--- config.mk ---
export PLATFORM = sky130hd
export DESIGN_NAME = pwm_multi_channel
export DESIGN_NICKNAME = d
export VERILOG_FILES = /design/src/rtl/pwm_pkg.sv /design/src/rtl/pwm_deadtime.sv /design/src/rtl/pwm_multi_channel.sv
export SDC_FILE = /design/constraint.sdc
export NUM_CORES = 1
export LEC_CHECK = 0
export CORE_ASPECT_RATIO = 2
export CORE_MARGIN = 4
export CORE_UTILIZATION = 55
export DETAILED_ROUTE_END_ITERATION = 10
export PLACE_DENSITY = 0.79
export SYNTH_ARGS = -nofsm -noshare
export SYNTH_HDL_FRONTEND = slang
export SYNTH_SLANG_ARGS = --single-unit
--- constraint.sdc ---
create_clock -name sclk -period 11.4 [get_ports sclk]
set_input_delay 2.28 -clock sclk [delete_from_list [all_inputs] [get_ports sclk]]
set_output_delay 2.28 -clock sclk [all_outputs]
set_load 0.03 [all_outputs]
--- src/rtl/pwm_pkg.sv ---
// Shared constants, types and helpers for the multi-channel PWM timer.
package pwm_pkg;

  localparam logic ALIGN_EDGE   = 1'b0;
  localparam logic ALIGN_CENTER = 1'b1;

  localparam int unsigned CNT_W_DEF = 16;
  localparam int unsigned CH_N_DEF  = 4;
  localparam int unsigned PSC_W_DEF = 16;
  localparam int unsigned DT_W_DEF  = 8;

  // Upper bounds for the generic slice helper.
  localparam int unsigned MAX_W  = 32;
  localparam int unsigned MAX_CH = 16;
  localparam int unsigned BUS_W  = MAX_W * MAX_CH;

  typedef enum logic {
    DirUp   = 1'b0,
    DirDown = 1'b1
  } dir_e;

  // Returns channel idx of a packed per-channel bus; caller truncates to its width.
  function automatic logic [MAX_W-1:0] pulse_slice(input logic [BUS_W-1:0] bus,
                                                   input int unsigned       idx,
                                                   input int unsigned       w);
    return MAX_W'(bus >> (idx * w));
  endfunction

endpackage

--- src/rtl/pwm_deadtime.sv ---
// Complementary output pair with programmable dead-time inserted on each edge of act_i.
module pwm_deadtime #(
  parameter int unsigned DT_W = 8
) (
  input  logic            clk_i,
  input  logic            rst_i,
  input  logic            en_i,
  input  logic            act_i,
  input  logic [DT_W-1:0] dt_i,
  output logic            out_o,
  output logic            out_n_o
);

  logic            act_prev_q, act_prev_d;
  logic            out_q, out_d;
  logic            out_n_q, out_n_d;
  logic [DT_W-1:0] dly_q, dly_d;

  always_comb begin
    act_prev_d = act_i;
    out_d      = out_q;
    out_n_d    = out_n_q;
    dly_d      = dly_q;
    if (!en_i) begin
      // Preload the delay so a constant-low act still releases out_n after dead-time.
      act_prev_d = 1'b0;
      out_d      = 1'b0;
      out_n_d    = 1'b0;
      dly_d      = dt_i;
    end else if (dt_i == '0) begin
      out_d   = act_i;
      out_n_d = ~act_i;
      dly_d   = '0;
    end else if (act_i != act_prev_q) begin
      out_d   = 1'b0;
      out_n_d = 1'b0;
      dly_d   = dt_i;
    end else if (dly_q == DT_W'(1)) begin
      out_d   = act_i;
      out_n_d = ~act_i;
      dly_d   = '0;
    end else if (dly_q != '0) begin
      dly_d = dly_q - 1'b1;
    end
  end

  always_ff @(posedge clk_i or posedge rst_i) begin
    if (rst_i) begin
      act_prev_q <= 1'b0;
      out_q      <= 1'b0;
      out_n_q    <= 1'b0;
      dly_q      <= '0;
    end else begin
      act_prev_q <= act_prev_d;
      out_q      <= out_d;
      out_n_q    <= out_n_d;
      dly_q      <= dly_d;
    end
  end

  assign out_o   = out_q;
  assign out_n_o = out_n_q;

endmodule

--- src/rtl/pwm_multi_channel.sv ---
// Multi-channel PWM timer: prescaler, shared edge/center time base, shadowed compare
// channels and per-channel dead-time complementary outputs.
module pwm_multi_channel
  import pwm_pkg::*;
#(
  parameter int unsigned CNT_W = CNT_W_DEF,
  parameter int unsigned CH_N  = CH_N_DEF,
  parameter int unsigned PSC_W = PSC_W_DEF,
  parameter int unsigned DT_W  = DT_W_DEF
) (
  input  logic                  sclk,
  input  logic                  rst,
  input  logic                  en,
  input  logic [PSC_W-1:0]      psc,
  input  logic [CNT_W-1:0]      period,
  input  logic                  align,
  input  logic [CH_N*CNT_W-1:0] pulse,
  input  logic [CH_N-1:0]       pol,
  input  logic [DT_W-1:0]       dt,
  output logic [CH_N-1:0]       pwm_out,
  output logic [CH_N-1:0]       pwm_out_n,
  output logic                  upd_evt,
  output logic [CNT_W-1:0]      cnt_val
);

  logic [PSC_W-1:0]      psc_cnt_q, psc_cnt_d;
  logic [CNT_W-1:0]      cnt_q, cnt_d;
  dir_e                  dir_q, dir_d;
  logic [PSC_W-1:0]      psc_sh_q, psc_sh_d;
  logic [CNT_W-1:0]      period_sh_q, period_sh_d;
  logic                  align_sh_q, align_sh_d;
  logic [CH_N*CNT_W-1:0] pulse_sh_q, pulse_sh_d;
  logic [CH_N-1:0]       pol_sh_q, pol_sh_d;
  logic [DT_W-1:0]       dt_sh_q, dt_sh_d;
  logic                  upd_evt_q, upd_evt_d;
  logic [CH_N-1:0]       act_q, act_d;

  logic                  tick;
  logic                  upd;
  logic                  load_sh;
  logic [BUS_W-1:0]      pulse_bus;
  logic [CNT_W-1:0]      pulse_ch [CH_N];

  always_comb begin
    psc_cnt_d = psc_cnt_q;
    cnt_d     = cnt_q;
    dir_d     = dir_q;
    upd       = 1'b0;
    tick      = (psc_cnt_q == psc_sh_q);
    if (!en) begin
      psc_cnt_d = '0;
      cnt_d     = '0;
      dir_d     = DirUp;
    end else if (!tick) begin
      psc_cnt_d = psc_cnt_q + 1'b1;
    end else begin
      psc_cnt_d = '0;
      if (period_sh_q == '0) begin
        upd   = 1'b1;
        cnt_d = '0;
        dir_d = DirUp;
      end else if (align_sh_q == ALIGN_EDGE) begin
        dir_d = DirUp;
        // Compare before increment so P = all-ones wraps explicitly.
        if (cnt_q == period_sh_q) begin
          upd   = 1'b1;
          cnt_d = '0;
        end else begin
          cnt_d = cnt_q + 1'b1;
        end
      end else if (dir_q == DirUp) begin
        cnt_d = cnt_q + 1'b1;
        if (cnt_d == period_sh_q) dir_d = DirDown;
      end else begin
        cnt_d = cnt_q - 1'b1;
        if (cnt_d == '0) begin
          upd   = 1'b1;
          dir_d = DirUp;
        end
      end
    end
  end

  // Shadows are transparent while disabled and otherwise refresh only on update events.
  always_comb begin
    load_sh     = !en || upd;
    psc_sh_d    = load_sh ? psc    : psc_sh_q;
    period_sh_d = load_sh ? period : period_sh_q;
    align_sh_d  = load_sh ? align  : align_sh_q;
    pulse_sh_d  = load_sh ? pulse  : pulse_sh_q;
    pol_sh_d    = load_sh ? pol    : pol_sh_q;
    dt_sh_d     = load_sh ? dt     : dt_sh_q;
    upd_evt_d   = upd;
  end

  assign pulse_bus = BUS_W'(pulse_sh_q);

  always_comb begin
    act_d = '0;
    for (int i = 0; i < CH_N; i++) begin
      act_d[i] = en & ((cnt_q < pulse_ch[i]) ^ pol_sh_q[i]);
    end
  end

  always_ff @(posedge sclk or posedge rst) begin
    if (rst) begin
      psc_cnt_q   <= '0;
      cnt_q       <= '0;
      dir_q       <= DirUp;
      psc_sh_q    <= '0;
      period_sh_q <= '0;
      align_sh_q  <= ALIGN_EDGE;
      pulse_sh_q  <= '0;
      pol_sh_q    <= '0;
      dt_sh_q     <= '0;
      upd_evt_q   <= 1'b0;
      act_q       <= '0;
    end else begin
      psc_cnt_q   <= psc_cnt_d;
      cnt_q       <= cnt_d;
      dir_q       <= dir_d;
      psc_sh_q    <= psc_sh_d;
      period_sh_q <= period_sh_d;
      align_sh_q  <= align_sh_d;
      pulse_sh_q  <= pulse_sh_d;
      pol_sh_q    <= pol_sh_d;
      dt_sh_q     <= dt_sh_d;
      upd_evt_q   <= upd_evt_d;
      act_q       <= act_d;
    end
  end

  for (genvar i = 0; i < CH_N; i++) begin : g_ch
    assign pulse_ch[i] = CNT_W'(pulse_slice(pulse_bus, i, CNT_W));

    pwm_deadtime #(
      .DT_W (DT_W)
    ) u_deadtime (
      .clk_i   (sclk),
      .rst_i   (rst),
      .en_i    (en),
      .act_i   (act_q[i]),
      .dt_i    (dt_sh_q),
      .out_o   (pwm_out[i]),
      .out_n_o (pwm_out_n[i])
    );
  end

  assign upd_evt = upd_evt_q;
  assign cnt_val = cnt_q;

endmodule

==> results of run 1 <==
flip-flops by register name, indices dropped and copies added, names as in the netlist:
name and cells:
pulse_sh_q 64, g_ch.u_deadtime.dly_q 32, cnt_val 16, period_sh_q 16, psc_cnt_q 16, psc_sh_q 16, dt_sh_q 8, act_q 4
g_ch.u_deadtime.act_prev_q 4, g_ch.u_deadtime.out_n_o 4, g_ch.u_deadtime.out_o 4, pol_sh_q 4, align_sh_q 1, dir_q 1, upd_evt 1
per-layer routing:
layer | share of wire, % | GRT usage, % | wire (µm)
met5 | 0 | 0 | 0
met4 | 5.8 | 15.1 | 1650
met3 | 4.8 | 4.14 | 1370
met2 | 53 | 46.2 | 15200
met1 | 36 | 27.7 | 10300
per-stage QoR:
| step | cell area, µm² | setup WS [ns] |
|---|---|---|
| after floorplan | 11300 | 3.92 |
| after global placement | 12800 | 5.87 |
| after detailed placement | 12800 | 5.84 |
| after CTS | 13300 | 6.30 |
| after global routing | 13300 | 6.03 |
| final | 13300 | 6.26 |
worst max-delay path, cell delays in order:
cell,delay (ns)
clkdlybuf4s50_1,0.91
nand2_1,0.75
a31oi_4,0.38
buf_4,0.62
mux2_2,0.41
power breakdown:
| group | internal [mW] | leakage (nW) | total [mW] | switching, mW |
|---|---|---|---|---|
| combinational | 0.184 | 3.61 | 0.354 | 0.169 |
| sequential | 0.770 | 2.34 | 0.857 | 0.0871 |
| clock | 0.292 | 0.287 | 0.583 | 0.291 |
layout make-up:
| cell class | instances | area, µm² |
|---|---|---|
| repair buffers | 152 | 1480 |
| clock buffers | 17 | 425 |
| fillers | 1537 | 6660 |
| well taps | 262 | 328 |
| inverters | 88 | 335 |
| flip-flops and latches | 191 | 4780 |
| multi-input cells | 765 | 5840 |
| clock inverters | 15 | 148 |
Yosys cell counts, drive strengths merged, types with 7 or more instances:
cell type | instances | area [µm²]
o21ai | 52 | 260
nand2b | 15 | 93.8
nand3 | 21 | 105
nand4 | 22 | 138
xnor2 | 20 | 175
o31ai | 9 | 67.6
nor2 | 77 | 289
a211oi | 11 | 82.6
dfrtp | 191 | 4780
ha | 80 | 1000
nor4 | 29 | 200
a21oi | 44 | 220
o211ai | 7 | 52.6
inv | 87 | 327
buf | 30 | 216
and3 | 9 | 56.3
a21o | 19 | 143
xor2 | 54 | 473
nor3 | 23 | 126
mux2 | 109 | 1300
clkbuf | 28 | 105
a22oi | 26 | 195
nand2 | 61 | 229
final timing paths:
check,startpoint,to,slack [ns],cells past startpoint
worst min-delay path,g_ch[3].u_deadtime.out_n_o,g_ch[3].u_deadtime.out_n_o,0.49,2
max in group asynchronous,rst,pulse_sh_q[12],7.38,3
worst min register to register,g_ch[3].u_deadtime.out_n_o,g_ch[3].u_deadtime.out_n_o,0.49,2
worst max-delay path,en,pulse_sh_q[7],6.26,5
worst max register to register,cnt_val[1],pulse_sh_q[7],7.65,10
min in group asynchronous,rst,g_ch[0].u_deadtime.dly_q[3],2.41,2
cells by family (layout without fill, tap and decap cells):
| family | after synthesis | after routing |
|---|---|---|
| simple gates | 292 | 292 |
| compound gates | 207 | 207 |
| flops | 191 | 191 |
| buf+inv | 146 | 272 |
| mux | 112 | 112 |
| fa+ha+maj | 80 | 80 |
| xor+xnor | 74 | 74 |
==> impl_metrics.tcl, run 1 <==
set metrics [dict create \
    gp_congestion 0.966 \
    period_share_pct 45.1 \
    layout.nets 1407 \
    cp-end-kind "register" \
    seq_area_frac_synth_pct 42.4 \
    dieArea_mm2 0.0230 \
    worst_slew_pin_slew_ns 1.03 \
    start_util_pct 56.4 \
    clock.fmax_mhz 195 \
    drv_cap 0 \
    syn-instance-count 1102 \
    synth.area.mux_share_pct 11.8 \
    antenna_left 0 \
    final_cell_mix "191 x dfrtp_1, 136 x clkdlybuf4s50_1, 89 x mux2_2" \
    cp.arrival_ns 5.46 \
    clock_latency_ns 0.43 \
    ios 137 \
    avgSynthCellArea_um2 10.2 \
    p_per_area_mw_per_mm2 134 \
    core-area_mm2 0.0200 \
    dieWidth_um 109 \
    finalSetupTns_ns 0 \
    period_minus_slack_ns 5.14 \
    finalNonFillerCells 1490 \
    grt_pass1_vias 9193 \
    wl_per_cell_um 19.1 \
    finClkSkew_ns 0.00976 \
    async_flop_share_pct 100 \
    overflow 0 \
    yosys_warnings 0 \
    drc 0 \
    die_h_um 210 \
    cp-start-kind "input port" \
    areaGrowthSynthToFinish_pct 18.3 \
    hp-class "register to register" \
    vias 8806 \
    cts.sinks 191 \
    h-tree-depth 4 \
    totalPowerFinal_mw 1.79 \
    clk_pin_slew_ns 0.08 \
    root_buffer "clkbuf_16" \
    synth-simple-area-share_pct 13.3 \
    synth_compound_area_share_pct 12.1 \
    crit_path_max_fanout 60 \
    layout_commonest_cell "dfrtp_1" \
    port_buffers 136 \
    crit_required_ns 11.72 \
    critical_path_class "input port to register" \
    viasPerCell 5.91 \
    post-route-util_pct 66.7 \
    hold_viol 0 \
    cts-resized-gates 0 \
    grt_max_degree 116 \
    drive_gt1_share_pct 14.1 \
    whs_ns 0.487 \
    irDropWorstVdd_uv 103 \
    status "finished, final reports clean" \
    wirelength_um 28500 \
    rsz0062_at_grt "no" \
    cts_hold_buf 0 \
    netlist_area_mm2 0.0113 \
    dp.final_hpwl_um 21100 \
    synth.distinct_cells 66 \
    synth_ff_type "dfrtp_1" \
    synth_top_family_by_area "simple AND/OR/NAND/NOR gates" \
    synth_xor_area_share_pct 5.75 \
    setup_viol 0 \
    antenna_found_initial 0 \
    place_inst 1458 \
    diodes 0 \
    num_rows 73 \
    tritoncts "done" \
    firstDrtPassIters 5 \
    grt_pass1_wl_um 46000 \
    synth_edf_count 0 \
    synth_fa_ha_area_share_pct 8.88 \
    slew_headroom_pct 31.2 \
    grt_usage_pct 25.7 \
    slew_violations 0 \
    p_leak_nw 6.24 \
    drt-initial-drc-count 536 \
    postCtsSetupRepairBufs 0 \
    cts_buffers 17 \
    synth_seq_cells 191 \
    cts_max_path_buffers 2 \
    syn_nets 1294 \
]
Power figures use the tool's default switching activity.
==> inputs of run 2 (changes only) <==
==> constraint.sdc (replaced) <==
create_clock -name sclk -period 4.95 [get_ports sclk]
set_input_delay 0.99 -clock sclk [delete_from_list [all_inputs] [get_ports sclk]]
set_output_delay 0.99 -clock sclk [all_outputs]
set_load 0.03 [all_outputs]
==> run 2 against run 1 <==
  * Sequential share of layout area fell by 0.091 points
  * Final cell count is 0.13% higher
  * First-iteration DRC count down 10%
  * Non-clock buffer count increased by 3
  * Register-to-register slack worse by 6.2 ns
  * Clock power increased by 120%
  * Largest cell class unchanged
  * Highest routed layer unchanged
  * Final area is 0.25% higher
  * Via count grew 0.51%
  * Hold slack better by 0.0045 ns
==> impl_metrics.tcl, run 2 (synthesis results as in run 1) <==
set metrics [dict create \
    status "finished, final reports clean" \
    met3_usage_pct 4.54 \
    p_leak_nw 6.24 \
    largest-register "pulse_sh_q" \
    worst_slew_pin_slew_ns 1.03 \
    wl_per_cell_um 19.3 \
    final_cell_mix "191 x dfrtp_1, 136 x clkdlybuf4s50_1, 89 x mux2_2" \
    grt_pass1_vias 9522 \
    layout_commonest_cell "dfrtp_1" \
    top_regs "pulse_sh_q: 64 flops, g_ch.u_deadtime.dly_q: 32 flops" \
    gp_congestion 0.991 \
    cts_hold_buf 0 \
    hold_viol 0 \
    finalSetupTns_ns 0 \
    met1_usage_pct 27.4 \
    place_inst 1461 \
    port_buffers 136 \
    finClkSkew_ns 0.0103 \
    cts-resized-gates 0 \
    irDropWorstVdd_uv 268 \
    die_h_um 210 \
    finalNonFillerCells 1492 \
    hp-class "register to register" \
    drc 0 \
    finalWorstSetupSlack_ns 1.41 \
    layout.nets 1410 \
    drt-initial-drc-count 481 \
    setup_viol 0 \
    drive_gt1_share_pct 14.2 \
    dp.final_hpwl_um 21500 \
    dpl_worst_slack_ns 1.29 \
    crit_path_max_fanout 17 \
    vias 8851 \
    antenna_left 0 \
    drv_cap 0 \
    final_cell_area_mm2 0.0134 \
    ios 137 \
    tritoncts "done" \
    cp.arrival_ns 3.86 \
    slew_violations 0 \
    firstDrtPassIters 5 \
    grt_max_degree 118 \
    root_buffer "clkbuf_16" \
    diodes 0 \
    grt_usage_pct 26.0 \
    period_minus_slack_ns 3.54 \
    clock_latency_ns 0.44 \
    cts_buffers 17 \
    largest_register_ffs 64 \
    dieWidth_um 109 \
    slew_headroom_pct 30.9 \
    postCtsSetupRepairBufs 0 \
    placed_area_mm2 0.0128 \
    num_rows 73 \
    viasPerCell 5.93 \
    core-area_mm2 0.0200 \
    overflow 0 \
    grt_pass1_wl_um 46500 \
    areaGrowthSynthToFinish_pct 18.6 \
    start_util_pct 56.4 \
    crit_required_ns 5.27 \
    period_share_pct 71.5 \
    grtUsageMet2_pct 48.4 \
    clk_pin_slew_ns 0.07 \
    wirelength_um 28800 \
    post-route-util_pct 66.9 \
    top_usage_layer "met2" \
    cts_max_path_buffers 2 \
    rsz0062_at_grt "no" \
    p_per_area_mw_per_mm2 307 \
    dieArea_mm2 0.0230 \
    cp-start-kind "register" \
    antenna_found_initial 0 \
    h-tree-depth 4 \
    cts.sinks 191 \
    cp-end-kind "register" \
    critical_path_class "register to register" \
    clock.fmax_mhz 283 \
]
[run 2: cell count changes in the layout (fill, tap and decap cells not counted), sizes merged]
cell	before	now
clkinvlp	0	4
clkinv	9	4
buf	16	19
[run 2: worst paths after layout]
path / from / endpoint / slack, ns / depth (start not counted)
min in group asynchronous: rst / pulse_sh_q[52] / 1.05 / 3
worst min-delay path: g_ch[0].u_deadtime.out_n_o / g_ch[0].u_deadtime.out_n_o / 0.49 / 2
worst min register to register: g_ch[0].u_deadtime.out_n_o / g_ch[0].u_deadtime.out_n_o / 0.49 / 2
max in group asynchronous: rst / pulse_sh_q[41] / 2.98 / 4
worst max register to register: cnt_val[1] / psc_sh_q[10] / 1.41 / 10
worst max-delay path: cnt_val[1] / psc_sh_q[10] / 1.41 / 10
[run 2: final cells by class]
type,instances,area [µm²]
Timing Repair Buffer,155,1540
Clock buffer,17,425
Inverter,88,334
Multi-Input combinational cell,765,5840
Sequential cell,191,4780
Clock inverter,14,123
Tap cell,262,328
Fill cell,1544,6630
[run 2: power by group]
group,switching [mW],total (mW),internal (mW)
Sequential,0.203,1.98,1.77
Combinational,0.395,0.826,0.431
Clock,0.642,1.30,0.658
[run 2: per-stage QoR]
| step | power (mW) | hold slack (ns) |
|---|---|---|
| after floorplan | 2.54 | 0.451 |
| after global placement | 2.79 | 0.473 |
| after detailed placement | 2.83 | 0.480 |
| after CTS | 4.14 | 0.496 |
| after global routing | 4.32 | 0.519 |
| final | 4.10 | 0.492 |
[run 2: critical path, cell delays in order (launching register included)]
cell	delay, ns
dfrtp_1	0.57
inv_1	0.18
ha_1	0.23
or3b_2	0.53
a21boi_2	0.19
o32ai_1	0.12
a31oi_2	0.21
nor4_2	0.09
a31oi_4	0.51
buf_4	0.40
mux2_2	0.38
[run 2: layer usage]
| metal | up-vias | share of wire, % |
|---|---|---|
| li1 | 4117 | - |
| met1 | 4358 | 36 |
| met2 | 288 | 55 |
| met3 | 88 | 4.3 |
| met4 | 0 | 4.4 |
| met5 | - | 0 |
==> inputs of run 3 (changes only) <==
--- a/config.mk
+++ b/config.mk
@@ -7,9 +7,9 @@
 export LEC_CHECK = 0
 export CORE_ASPECT_RATIO = 2
 export CORE_MARGIN = 4
-export CORE_UTILIZATION = 55
+export CORE_UTILIZATION = 51
 export DETAILED_ROUTE_END_ITERATION = 10
-export PLACE_DENSITY = 0.79
+export PLACE_DENSITY = 0.77
 export SYNTH_ARGS = -nofsm -noshare
 export SYNTH_HDL_FRONTEND = slang
 export SYNTH_SLANG_ARGS = --single-unit
==> constraint.sdc (replaced) <==
create_clock -name sclk -period 3 [get_ports sclk]
set_input_delay 0.6 -clock sclk [delete_from_list [all_inputs] [get_ports sclk]]
set_output_delay 0.6 -clock sclk [all_outputs]
set_load 0.03 [all_outputs]
==> run 3 against run 2 <==
  * Final cell count rose by 3.6%
  * Register-to-register slack got worse by 1.3 ns
  * Via count increased by 1.8%
  * Sequential share of layout area is 1.2 points lower
  * Clock skew increased by 0.0036 ns
  * Final area grew 3.3%
  * Fmax grew 24%
  * First-iteration DRC count rose by 44%
  * Die area grew 7.4%
  * Sequential power is 65% higher
  * Largest cell class unchanged
  * Largest power group unchanged
==> impl_metrics.tcl, run 3 (synthesis results as in run 1) <==
set metrics [dict create \
    core-area_mm2 0.0217 \
    grt_max_degree 60 \
    antenna_found_initial 0 \
    p_leak_nw 6.49 \
    cp-end-kind "register" \
    crit_path_max_fanout 30 \
    ios 137 \
    dpl_worst_slack_ns 0.0898 \
    endpoint "pulse_sh_q[1]" \
    finClkSkew_ns 0.0139 \
    largest_register_ffs 64 \
    slew_headroom_pct 41.3 \
    dieArea_mm2 0.0247 \
    r2r_end "pulse_sh_q[1]" \
    post-route-util_pct 63.8 \
    final_cell_mix "191 x dfrtp_1, 136 x clkdlybuf4s50_1, 89 x mux2_2" \
    crit_family "simple AND/OR/NAND/NOR gates" \
    setup.worst_path.start "cnt_val[1]" \
    status "finished, final reports clean" \
    period_minus_slack_ns 2.86 \
    clock.fmax_mhz 350 \
    cts_buffers 17 \
    grt_usage_pct 25.2 \
    max_stage_delay_ns 0.59 \
    met1_usage_pct 26.7 \
    finalWorstSetupSlack_ns 0.139 \
    wirelength_um 30100 \
    port_buffers 136 \
    drive_gt1_share_pct 17.3 \
    irDropWorstVdd_uv 461 \
    cts.sinks 191 \
    vias 9009 \
    areaGrowthSynthToFinish_pct 22.6 \
    worst_slew_pin_slew_ns 0.881 \
    root_buffer "clkbuf_16" \
    cp_num_cells 10 \
    hp-class "register to register" \
    crit_top_cell "buf_4" \
    cp-start-kind "register" \
    rsz0062_at_grt "no" \
    viasPerCell 5.83 \
    layout.nets 1452 \
    reg2reg_depth 10 \
    antenna_left 0 \
    cp.arrival_ns 3.21 \
    crit_required_ns 3.35 \
    h-tree-depth 4 \
    r2r-start "cnt_val[1]" \
    top_regs "pulse_sh_q: 64 flops, g_ch.u_deadtime.dly_q: 32 flops" \
    final_cell_area_mm2 0.0138 \
    grt_pass1_wl_um 48300 \
    firstDrtPassIters 7 \
    diodes 0 \
    largest-register "pulse_sh_q" \
    critical_path_class "register to register" \
    period_share_pct 95.4 \
    cts_max_path_buffers 2 \
    top_usage_layer "met2" \
    met3_usage_pct 3.52 \
    clock_latency_ns 0.47 \
    die_h_um 218 \
    grtUsageMet2_pct 45.9 \
    layout_commonest_cell "dfrtp_1" \
    wl_per_cell_um 19.5 \
    dp.final_hpwl_um 23100 \
    drc 0 \
    crit_buf_inv 4 \
    cts_hold_buf 0 \
    setup_viol 0 \
    tritoncts "done" \
    overflow 0 \
    dieWidth_um 113 \
    totalPowerFinal_mw 6.86 \
    cp_cell_sequence "buf_4 -> or4_1 -> buf_4 -> nor2_1 -> o21ai_0 -> nor4_2 -> a31oi_4 -> buf_4 -> buf_12 -> mux2_4" \
    drv_cap 0 \
    hold_viol 0 \
    clk_pin_slew_ns 0.07 \
    placed_area_mm2 0.0132 \
    grt_pass1_vias 9435 \
    r2r_slack_ns 0.14 \
    drt-initial-drc-count 693 \
    start_util_pct 52.0 \
    num_rows 76 \
    slew_violations 0 \
    p_per_area_mw_per_mm2 496 \
    gp_congestion 0.975 \
    slowest_stage "or4_1" \
]
## run 3: routing by layer
metal  up-vias  part of all wire (%)
met5         -                     0
met4         0                   6.5
met3       102                   4.1
met2       300                    53
met1      4387                    36
li1       4220                     -
## run 3: final cells by class
| class | count | area, µm² |
|---|---|---|
| timing repair buffer | 197 | 1960 |
| inverter | 88 | 334 |
| multi-input combinational | 765 | 5860 |
| sequential | 191 | 4780 |
| clock buffer | 17 | 425 |
| tap | 273 | 342 |
| clock inverter | 15 | 130 |
| fill | 1760 | 7860 |
## run 3: worst min-delay path by stage
stage                                     startpoint                          to  slack (ns)  cells after the start
after floorplan           g_ch[0].u_deadtime.out_n_o  g_ch[0].u_deadtime.out_n_o        0.45                      2
after global routing      g_ch[0].u_deadtime.out_n_o  g_ch[0].u_deadtime.out_n_o        0.50                      2
after global placement    g_ch[0].u_deadtime.out_n_o  g_ch[0].u_deadtime.out_n_o        0.46                      2
final                     g_ch[0].u_deadtime.out_n_o  g_ch[0].u_deadtime.out_n_o        0.48                      2
after CTS                 g_ch[0].u_deadtime.out_n_o  g_ch[0].u_deadtime.out_n_o        0.49                      2
after detailed placement  g_ch[0].u_deadtime.out_n_o  g_ch[0].u_deadtime.out_n_o        0.47                      2
## run 3: through the flow
stage | instances | setup TNS [ns] | hold WS [ns]
finish | 1546 | 0 | 0.483
global route | 1546 | 0 | 0.504
CTS | 1545 | 0 | 0.486
detailed placement | 1513 | 0 | 0.470
global placement | 1513 | 0 | 0.463
floorplan | 1102 | -14.37 | 0.451
## run 3: report_power, final
group	leakage (nW)	internal [mW]	total (mW)	switching (mW)
Combinational	3.89	0.750	1.43	0.685
Clock	0.266	1.08	2.17	1.08
Sequential	2.34	2.93	3.26	0.327
## run 3: tightest hold or removal path, delay by kind of cell (launching register included)
family          cells  cell delay (ns)
flops               1             0.35
compound gates      1             0.06
simple gates        1             0.05
## run 3: repair_timing
item,CTS,global route
buffers inserted,0,1
endpoints found under the setup margin,0,73
resized for setup,0,3
endpoints found under the hold margin,0,0
